===== src/rtl/baby_run_controller_pkg.sv =====
// Shared constants for the Manchester Baby run controller.
// Holds default widths, the default run-cycle limit and the FSM state encodings.
package baby_run_controller_pkg;

    localparam int unsigned DATA_W_DEF    = 32;
    localparam int unsigned ADDR_W_DEF    = 5;
    localparam int unsigned RUN_CNT_W_DEF = 24;
    localparam logic [23:0] MAX_RUN_DEF   = 24'hFFFFFF;

    localparam int unsigned STATE_W = 2;
    localparam logic [STATE_W-1:0] ST_IDLE = 2'd0;
    localparam logic [STATE_W-1:0] ST_LOAD = 2'd1;
    localparam logic [STATE_W-1:0] ST_RUN  = 2'd2;
    localparam logic [STATE_W-1:0] ST_DUMP = 2'd3;

endpackage


===== src/rtl/baby_run_timer.sv =====
// Run-cycle counter for one Baby job.
// Ports: clock/reset_i (async active-high); clear_i zeroes the count, enable_i
// advances it by one per cycle; term_c is high while the count sits at MAX_RUN-1.
module baby_run_timer
    import baby_run_controller_pkg::*;
#(
    parameter int unsigned            RUN_CNT_W = RUN_CNT_W_DEF,
    parameter logic [RUN_CNT_W-1:0]   MAX_RUN   = RUN_CNT_W'(MAX_RUN_DEF)
) (
    input  logic clock,
    input  logic reset_i,
    input  logic clear_i,
    input  logic enable_i,
    output logic term_c
);

    logic [RUN_CNT_W-1:0] run_cnt_q;
    logic [RUN_CNT_W-1:0] run_cnt_d;

    // Clear has priority so a fresh job always starts from zero.
    always_comb begin
        run_cnt_d = run_cnt_q;
        if (clear_i) begin
            run_cnt_d = '0;
        end else if (enable_i) begin
            run_cnt_d = run_cnt_q + RUN_CNT_W'(1);
        end
    end

    always_ff @(posedge clock or posedge reset_i) begin
        if (reset_i) begin
            run_cnt_q <= '0;
        end else begin
            run_cnt_q <= run_cnt_d;
        end
    end

    // Terminal on the last permitted RUN cycle, so RUN lasts exactly MAX_RUN cycles.
    assign term_c = (run_cnt_q == (MAX_RUN - RUN_CNT_W'(1)));

endmodule


===== src/rtl/baby_run_controller.sv =====
// Sequences one Manchester Baby job: load 32 words from the host into the store,
// run the CPU until stop lamp or cycle limit, then stream the store back out.
// Ports: clock/reset_i (async active-high); host_* load stream, start and abort;
// dump_* output stream; cpu_* connect to the manchester_baby core; mem_* drive the
// single 32-word store port; busy_o/halted_o/timeout_o report job status.
module baby_run_controller
    import baby_run_controller_pkg::*;
#(
    parameter int unsigned          DATA_W    = DATA_W_DEF,
    parameter int unsigned          ADDR_W    = ADDR_W_DEF,
    parameter int unsigned          RUN_CNT_W = RUN_CNT_W_DEF,
    parameter logic [RUN_CNT_W-1:0] MAX_RUN   = RUN_CNT_W'(MAX_RUN_DEF)
) (
    input  logic              clock,
    input  logic              reset_i,
    input  logic              host_start_i,
    input  logic              host_abort_i,
    input  logic [DATA_W-1:0] host_data_i,
    input  logic              host_valid_i,
    output logic              host_ready_o,
    output logic [DATA_W-1:0] dump_data_o,
    output logic [ADDR_W-1:0] dump_addr_o,
    output logic              dump_valid_o,
    input  logic              dump_ready_i,
    output logic              cpu_reset_o,
    input  logic [ADDR_W-1:0] cpu_ram_addr_i,
    input  logic [DATA_W-1:0] cpu_ram_wdata_i,
    input  logic              cpu_ram_rw_en_i,
    output logic [DATA_W-1:0] cpu_ram_rdata_o,
    input  logic              cpu_stop_lamp_i,
    output logic [ADDR_W-1:0] mem_addr_o,
    output logic [DATA_W-1:0] mem_wdata_o,
    output logic              mem_we_o,
    input  logic [DATA_W-1:0] mem_rdata_i,
    output logic              busy_o,
    output logic              halted_o,
    output logic              timeout_o
);

    logic [STATE_W-1:0] state_q, state_d;
    logic [ADDR_W-1:0]  word_cnt_q, word_cnt_d;
    logic               halted_q, halted_d;
    logic               timeout_q, timeout_d;
    logic               host_ready_q, host_ready_d;
    logic               dump_valid_q, dump_valid_d;
    logic               cpu_reset_q, cpu_reset_d;
    logic               busy_q, busy_d;

    logic               timer_clear;
    logic               timer_en;
    logic               timer_term;
    logic               last_word;

    assign last_word = &word_cnt_q;

    baby_run_timer #(
        .RUN_CNT_W (RUN_CNT_W),
        .MAX_RUN   (MAX_RUN)
    ) u_timer (
        .clock    (clock),
        .reset_i  (reset_i),
        .clear_i  (timer_clear),
        .enable_i (timer_en),
        .term_c   (timer_term)
    );

    // Next-state, word counter and sticky status.
    always_comb begin
        state_d     = state_q;
        word_cnt_d  = word_cnt_q;
        halted_d    = halted_q;
        timeout_d   = timeout_q;
        timer_clear = 1'b0;
        timer_en    = 1'b0;

        case (state_q)
            ST_IDLE: begin
                timer_clear = 1'b1;
                word_cnt_d  = '0;
                // Status survives in IDLE so the host can read it; a new job clears it.
                if (host_start_i && !host_abort_i) begin
                    state_d   = ST_LOAD;
                    halted_d  = 1'b0;
                    timeout_d = 1'b0;
                end
            end
            ST_LOAD: begin
                if (host_abort_i) begin
                    state_d    = ST_IDLE;
                    word_cnt_d = '0;
                end else if (host_valid_i) begin
                    word_cnt_d = word_cnt_q + ADDR_W'(1);
                    if (last_word) begin
                        state_d = ST_RUN;
                    end
                end
            end
            ST_RUN: begin
                timer_en = 1'b1;
                if (host_abort_i) begin
                    state_d    = ST_IDLE;
                    word_cnt_d = '0;
                end else if (cpu_stop_lamp_i) begin
                    // Stop lamp outranks the limit when both land on the same cycle.
                    state_d  = ST_DUMP;
                    halted_d = 1'b1;
                end else if (timer_term) begin
                    state_d   = ST_DUMP;
                    timeout_d = 1'b1;
                end
            end
            ST_DUMP: begin
                if (host_abort_i) begin
                    state_d    = ST_IDLE;
                    word_cnt_d = '0;
                end else if (dump_ready_i) begin
                    word_cnt_d = word_cnt_q + ADDR_W'(1);
                    if (last_word) begin
                        state_d = ST_IDLE;
                    end
                end
            end
            default: begin
                state_d    = ST_IDLE;
                word_cnt_d = '0;
            end
        endcase

        host_ready_d = (state_d == ST_LOAD);
        dump_valid_d = (state_d == ST_DUMP);
        cpu_reset_d  = (state_d != ST_RUN);
        busy_d       = (state_d != ST_IDLE);
    end

    always_ff @(posedge clock or posedge reset_i) begin
        if (reset_i) begin
            state_q      <= ST_IDLE;
            word_cnt_q   <= '0;
            halted_q     <= 1'b0;
            timeout_q    <= 1'b0;
            host_ready_q <= 1'b0;
            dump_valid_q <= 1'b0;
            cpu_reset_q  <= 1'b1;
            busy_q       <= 1'b0;
        end else begin
            state_q      <= state_d;
            word_cnt_q   <= word_cnt_d;
            halted_q     <= halted_d;
            timeout_q    <= timeout_d;
            host_ready_q <= host_ready_d;
            dump_valid_q <= dump_valid_d;
            cpu_reset_q  <= cpu_reset_d;
            busy_q       <= busy_d;
        end
    end

    // Store-port mux: CPU only owns the port in RUN, so load/dump can never be disturbed by it.
    always_comb begin
        mem_addr_o  = '0;
        mem_wdata_o = '0;
        mem_we_o    = 1'b0;
        case (state_q)
            ST_LOAD: begin
                mem_addr_o  = word_cnt_q;
                mem_wdata_o = host_data_i;
                mem_we_o    = host_valid_i;
            end
            ST_RUN: begin
                mem_addr_o  = cpu_ram_addr_i;
                mem_wdata_o = cpu_ram_wdata_i;
                mem_we_o    = cpu_ram_rw_en_i;
            end
            ST_DUMP: begin
                mem_addr_o = word_cnt_q;
            end
            default: begin
                mem_addr_o = '0;
            end
        endcase
    end

    // Dump data stays stable under backpressure: address held, store not written.
    assign dump_addr_o     = word_cnt_q;
    assign dump_data_o     = (state_q == ST_DUMP) ? mem_rdata_i : '0;
    assign cpu_ram_rdata_o = mem_rdata_i;

    assign host_ready_o = host_ready_q;
    assign dump_valid_o = dump_valid_q;
    assign cpu_reset_o  = cpu_reset_q;
    assign busy_o       = busy_q;
    assign halted_o     = halted_q;
    assign timeout_o    = timeout_q;

endmodule

===== config.mk =====
export PLATFORM = sky130hd
export DESIGN_NAME = baby_run_controller
export DESIGN_NICKNAME = d
export VERILOG_FILES = /design/src/rtl/baby_run_controller_pkg.sv /design/src/rtl/baby_run_timer.sv /design/src/rtl/baby_run_controller.sv
export SDC_FILE = /design/constraint.sdc
export NUM_CORES = 1
export LEC_CHECK = 0
export ABC_AREA = 1
export CORE_ASPECT_RATIO = 0.8
export CORE_MARGIN = 10
export CORE_UTILIZATION = 35
export DETAILED_ROUTE_END_ITERATION = 7
export GPL_TIMING_DRIVEN = 0
export PLACE_DENSITY = 0.8
export SYNTH_ARGS = -nofsm -noshare
export SYNTH_HDL_FRONTEND = slang
export SYNTH_SLANG_ARGS = --single-unit

===== constraint.sdc =====
create_clock -name clock -period 1.9 [get_ports clock]
set_clock_uncertainty 0.05 [all_clocks]
set_input_delay 0.285 -clock clock [delete_from_list [all_inputs] [get_ports clock]]
set_output_delay 0.285 -clock clock [all_outputs]
set_load 0.02 [all_outputs]

==> flow_summary.ini <==
[sta]
tightest_slew_ns = 0.772
final-hold-violation-count = 0
fmax_mhz = 491
rsz0062_at_grt = true
setup_slack_ns = -0.135
finalSetupViolations = 50
period_needed_ns = 2.04
slew_headroom = 0.485
slew_viol_final = 0
fin_crit_sh = 1.07

[cts]
root_buffer = clkbuf_16
clock_sinks = 37
cts_made_buffers = 5
clk_path_buf_depth = 2
htreeDepth = 2
clkLatencyLatePin_ns = 0.29
ctsHoldBuffers = 0
clk_pin_slew_worst_paths_ns = 0.06
cts_tree = built

[finish]
area_growth_pct = 112
final_cell_mix = clkdlybuf4s50_1 (150), nand2_1 (122), buf_4 (80)
final_nets = 886
stdcell_area_um2 = 6770
final_common_cell = clkdlybuf4s50_1
fillers = 575
instances_no_fill = 886
layout-drive-gt1-share = 0.366

[drt]
antenna_left = 0
drtPass1Iterations = 8
totalWireLength_um = 17600
vias = 4541
drtIter0Drc = 422
wl_per_cell_um = 19.9
viasPerCell = 5.13
drc = 1

[power_and_ir_drop]
power_density_nw_per_um2 = 681
p_leak_nw = 3.20
worst_ir_drop_vdd_v = 0.000497

[logic_synthesis]
muxShareOfSynthArea = 0
yosys_most_used_dff = dfrtp_1
synthAdderAreaFrac = 0.0313
yosys_warnings = 0
synth_top_family_by_area = simple AND/OR/NAND/NOR gates
synth_cell_type_count = 32
synth_seq_cells = 37
synth_simple_gate_area_share = 0.343
synth-compound-area-share = 0.140
syn_avg_cell_area_um2 = 6.29
synth_nets = 625
synth_edf_count = 0
async_flop_share = 1.00
seq_area_frac_synth = 0.290
syn_inst = 508
syn-cell-area_um2 = 3200
synth-xor-area-share = 0

[placed_design]
portBuffers = 221
gp_congestion = 0.867
placed_cell_area_um2 = 5700
dpl.hpwl_um = 12800
dp_cells = 845

[critical_path]
crit_fanout = 5
r2r_cells = 9
path_buf_inv = 4
reg2reg_setup_slack_ns = -0.03
critPathArrivalTime_ns = 1.70
r2r_end = u_timer.run_cnt_q[22]$_DFFE_PP0P_
start_kind = flip-flop
end_kind = output port
critPathTopFamily = buffers and inverters
crit_slowest_cell = dfrtp_1
worstSetupStartpoint = state_q[0]$_DFF_PP0_
required_ns = 1.56
worstPathCellList = inv_2 -> ha_4 -> buf_12 -> clkbuf_16 -> nand2_2 -> a21oi_2 -> buf_4
cpPeakStageDelay_ns = 0.41
crit_type = flip-flop to output port
r2r-start = state_q[0]$_DFF_PP0_

[status]
outcome = complete, but fails checks
failed_checks = DRC, setup timing

[global_routing]
grt_pass1_wl_um = 24700
grt_start_max_net_pins = 20
grt.total_usage = 0.228
grt_pass1_vias = 4406
antenna_found_initial = 1
gr-total-overflow = 0

[floorplan]
initial_core_util = 0.357
coreArea_um2 = 8960
die_h_um = 105
ios = 222
dieArea_um2 = 13400
dieWidth_um = 127
num_rows = 31

[flow_run]
drv_cap = 0

[min_path]
hold_class = primary input to async pin
[routing by layer]
metal / GRT usage / part of all wire / vias up
met3: 0.0816 / 0.098 / 52
li1: - / - / 2086
met1: 0.252 / 0.36 / 2146
met4: 0.0544 / 0.029 / 0
met2: 0.409 / 0.52 / 257
met5: 0 / 0 / -
[worst register-to-register path: stages (launching register included)]
cell and delay (ns):
dfrtp_1 0.41, inv_2 0.14, ha_4 0.19, clkbuf_16 0.15
buf_4 0.13, buf_6 0.12, nand3_2 0.09, nor3_2 0.24
and3_1 0.22, nor3_1 0.05
[flip-flops by register name, indices dropped and copies added, names as in the netlist]
name,cells
busy_o,1
cpu_reset_o,1
dump_addr_o,5
dump_valid_o,1
halted_o,1
host_ready_o,1
state_q,2
timeout_o,1
u_timer.run_cnt_q,24
[worst max path at each step]
stage	cells past startpoint	end
2_1_floorplan	6	mem_wdata_o[24]
6_report	7	mem_wdata_o[13]
3_5_place_dp	7	mem_wdata_o[11]
5_1_grt	7	mem_wdata_o[13]
3_3_place_gp	7	mem_wdata_o[11]
4_1_cts	7	mem_wdata_o[11]
[per-stage QoR]
step                power (mW)  hold WS, ns  utilization  setup slack [ns]  setup TNS, ns
detailed placement        2.81        0.456        0.637            -0.903         -40.97
finish                    4.61        0.395        0.756            -0.135          -3.34
global placement          2.78        0.451        0.633            -0.889         -40.20
global route              4.78        0.484        0.756            -0.184          -7.40
floorplan                 1.93        0.369            -            0.0504              0
CTS                       4.31        0.427        0.693           -0.0902          -1.66
[cells by family (layout without fill, tap and decap cells)]
logic type,count (synthesis),in the layout
fa+ha+maj,8,8
buf+inv,133,395
flops,37,37
compound gates,85,85
simple gates,245,245
other cells,0,1
[layout make-up]
class | instances | area [µm²] | area share
Sequential cell | 37 | 928 | 0.137
Multi-Input combinational cell | 338 | 2120 | 0.312
Timing Repair Buffer | 255 | 2510 | 0.371
Clock inverter | 3 | 65.1 | 0.00960
Tap cell | 115 | 144 | 0.0212
Antenna cell | 1 | 2.50 | 0.000369
Clock buffer | 5 | 125 | 0.0185
Buffer | 50 | 556 | 0.0820
Inverter | 82 | 324 | 0.0478
[power by group]
part	switching (mW)	internal, mW
logic	1.43	1.23
clock network	0.340	0.750
registers	0.0267	0.837
total	1.80	2.81
[what timing repair did]
item | in CTS | in global routing
setup buffers | 14 | 12
setup endpoints to repair | 82 | 91
pin swaps | 10 | 32
gates cloned | 4 | 3
resized for setup | 425 | 133
[Yosys cell counts (5+ instances only)]
| cell type | number | area [µm²] |
|---|---|---|
| nand2_1 | 153 | 574 |
| inv_1 | 79 | 297 |
| a21oi_1 | 56 | 280 |
| dfrtp_1 | 36 | 901 |
| buf_4 | 32 | 240 |
| nor2_1 | 28 | 105 |
| nand3_1 | 22 | 110 |
| o21ai_0 | 22 | 110 |
| clkbuf_1 | 11 | 41.3 |
| nor3_1 | 11 | 55.1 |
| nand2_2 | 10 | 62.6 |
| ha_1 | 8 | 100 |
| nand4_1 | 6 | 37.5 |
| buf_2 | 5 | 25.0 |
No activity file was read; power rests on OpenSTA's default activity.
==> RTL edit: new RTL, config.mk and constraints unchanged <==
Register the output `timeout_o` once more, cleared by the reset; this adds one clock of latency there. The other outputs are not delayed to match.
--- a/src/rtl/baby_run_controller.sv
+++ b/src/rtl/baby_run_controller.sv
@@ -191,3 +191,9 @@
     assign halted_o     = halted_q;
-    assign timeout_o    = timeout_q;
+    always_ff @(posedge clock or posedge reset_i) begin
+        if (reset_i) begin
+            timeout_o <= '0;
+        end else begin
+            timeout_o <= timeout_q;
+        end
+    end
 
Check against the original RTL: no difference found for any inputs over 10 cycles, from zero or initial values and one cycle with reset_i high; that may be too few to reach the edited logic, so the function may still have changed.
==> RTL edit against the original RTL <==
The run ends with negative setup slack left; routed wire length increased by 9.1%; cell area decreased by 1.2%; power increased by 18%; combinational power increased by 27%; sequential power increased by 4.3%; clock power increased by 6%; worst setup slack got worse by 0.028 ns; area after synthesis increased by 0.31%; sequential cell count increased by 1; global-route usage increased by 0.33 points.
==> RTL edit: results (changes against the original RTL) <==
Worst setup path
  – Capturing instance or port of the critical path: mem_we_o
  – Arrival time of the worst setup path: 1.73 ns (+0.03 ns)
  – Cell depth of the worst flop-to-flop path: 10 (+1)
  – Worst flop-to-flop path endpoint: dump_addr_o[3]
  – R2r startpoint: state_q[1]

Global routing
  – First-pass GRT wire length: 24.97 mm (+0.98%)
  – Combined global-route utilization of all metal layers: 23.17% (+0.33 points)
  – Global routing met3 resource utilization: 7.661% (-0.50 points)
  – Number of global-route vias before repair: 4,328 (-1.8%)
  – Pin count of the biggest net entering global routing: 39 (+95%)

Finish
  – Final antenna diode count: 0 (-1)
  – Share of post-route cells with drive strength above 1: 37.50% (+0.88 points)

STA
  – Sum Neg Setup Slack: -4.020 ns (-0.6820 ns)
  – Worst Setup Slack, final: -0.1632 ns (-0.02798 ns)
  – Worst Hold Margin: 0.3390 ns (-0.05642 ns)
  – Slew of the pin with the lowest slew margin: 0.8012 ns (+0.02917 ns)
  – Endpoints failing setup: 43 (-14%)

Synthesis
  – Syn Inst Count: 507 (-0.20%)
  – Number of library cell types mapped by synthesis: 30 (-6.3%)
  – Leading cell types by count after synthesis: 157 x sky130_fd_sc_hd__nand2_1, 74 x sky130_fd_sc_hd__inv_1, 55 x sky130_fd_sc_hd__a21oi_1
  – Sequential fraction of the synthesis area: 29.70% (+0.69 points)
  – Synth area leaders: sky130_fd_sc_hd__dfrtp_1 29%, sky130_fd_sc_hd__nand2_1 18%, sky130_fd_sc_hd__inv_1 8.7%, sky130_fd_sc_hd__a21oi_1 8.6%, sky130_fd_sc_hd__buf_4 7.7%

Drt
  – Starting DRT DRC Count: 492 (+17%)
  – Met1 Routed Length: 6.584 mm (+4.9%)
  – Number of detailed-routing iterations run before antenna repair: 7 (-1)
  – Routed via count divided by cell count: 5.283 (+3.1%)
  – Sum of routed wire length over all layers: 19.24 mm (+9.1%)
  – Sum of met2 wire segment lengths after detailed routing: 9.729 mm (+6.7%)

Status
  – Failing checks: negative setup slack
  – Result of the run: finished with violations

Power
  – Worst voltage drop across the vdd grid: 0.0005367 V (+8.0%)
  – Share of total power in sequential cells: 16.6% (-2.1 points)

Placement
  – HPWL after detailed placement: 12.40 mm (-2.9%)
  – Post-detailed-placement cell area: 0.005562 sq mm (-2.5%)
==> RTL edit: cell types whose count changed after synthesis, sizes merged, moves of 2 or more <==
cell,before,now
clkbuf,11,9
nor3,14,5
o22ai,2,0
inv,82,76
nand3,23,25
buf,40,43
o21a,1,4
nor2,34,41
a31oi,0,2
nand2,163,166
==> RTL edit: kinds of logic (layout without fill, tap and decap cells) <==
| group | after synthesis | count (layout) | share of synthesized area [%] |
|---|---|---|---|
| AOI/OAI and AO/OA | 87 | 87 | 14.32 |
| DFF | 38 | 38 | 29.70 |
| and+or+nand+nor | 246 | 246 | 33.41 |
| adders and majority gates | 8 | 8 | 3.123 |
| buffers and inverters | 128 | 389 | 19.44 |
==> RTL edit: critical path, cell delays in order, from the launching register on <==
cell                        delay, ns
sky130_fd_sc_hd__dfrtp_1         0.43
sky130_fd_sc_hd__inv_2           0.13
sky130_fd_sc_hd__ha_4            0.19
sky130_fd_sc_hd__buf_12          0.15
sky130_fd_sc_hd__clkbuf_16       0.15
sky130_fd_sc_hd__nand2_4         0.05
sky130_fd_sc_hd__a21oi_4         0.19
sky130_fd_sc_hd__buf_6           0.15
==> RTL edit: layout make-up <==
type                            instances  area, sq um
Fill cell                             567         2303
Sequential cell                        38        953.4
Tap cell                              115        143.9
Inverter                               76        300.3
Clock inverter                          2        60.06
Clock buffer                            6        138.9
Multi-Input combinational cell        341         2150
Timing Repair Buffer                  256         2439
Buffer                                 49        510.5
==> RTL edit: what timing repair did <==
action | CTS | global route
gates cloned | 3 | 1
endpoints found under the setup margin | 71 | 69
resized for setup | 459 | 107
setup buffers | 17 | 15
pin swaps | 24 | 28
endpoints found under the hold margin | 0 | 0
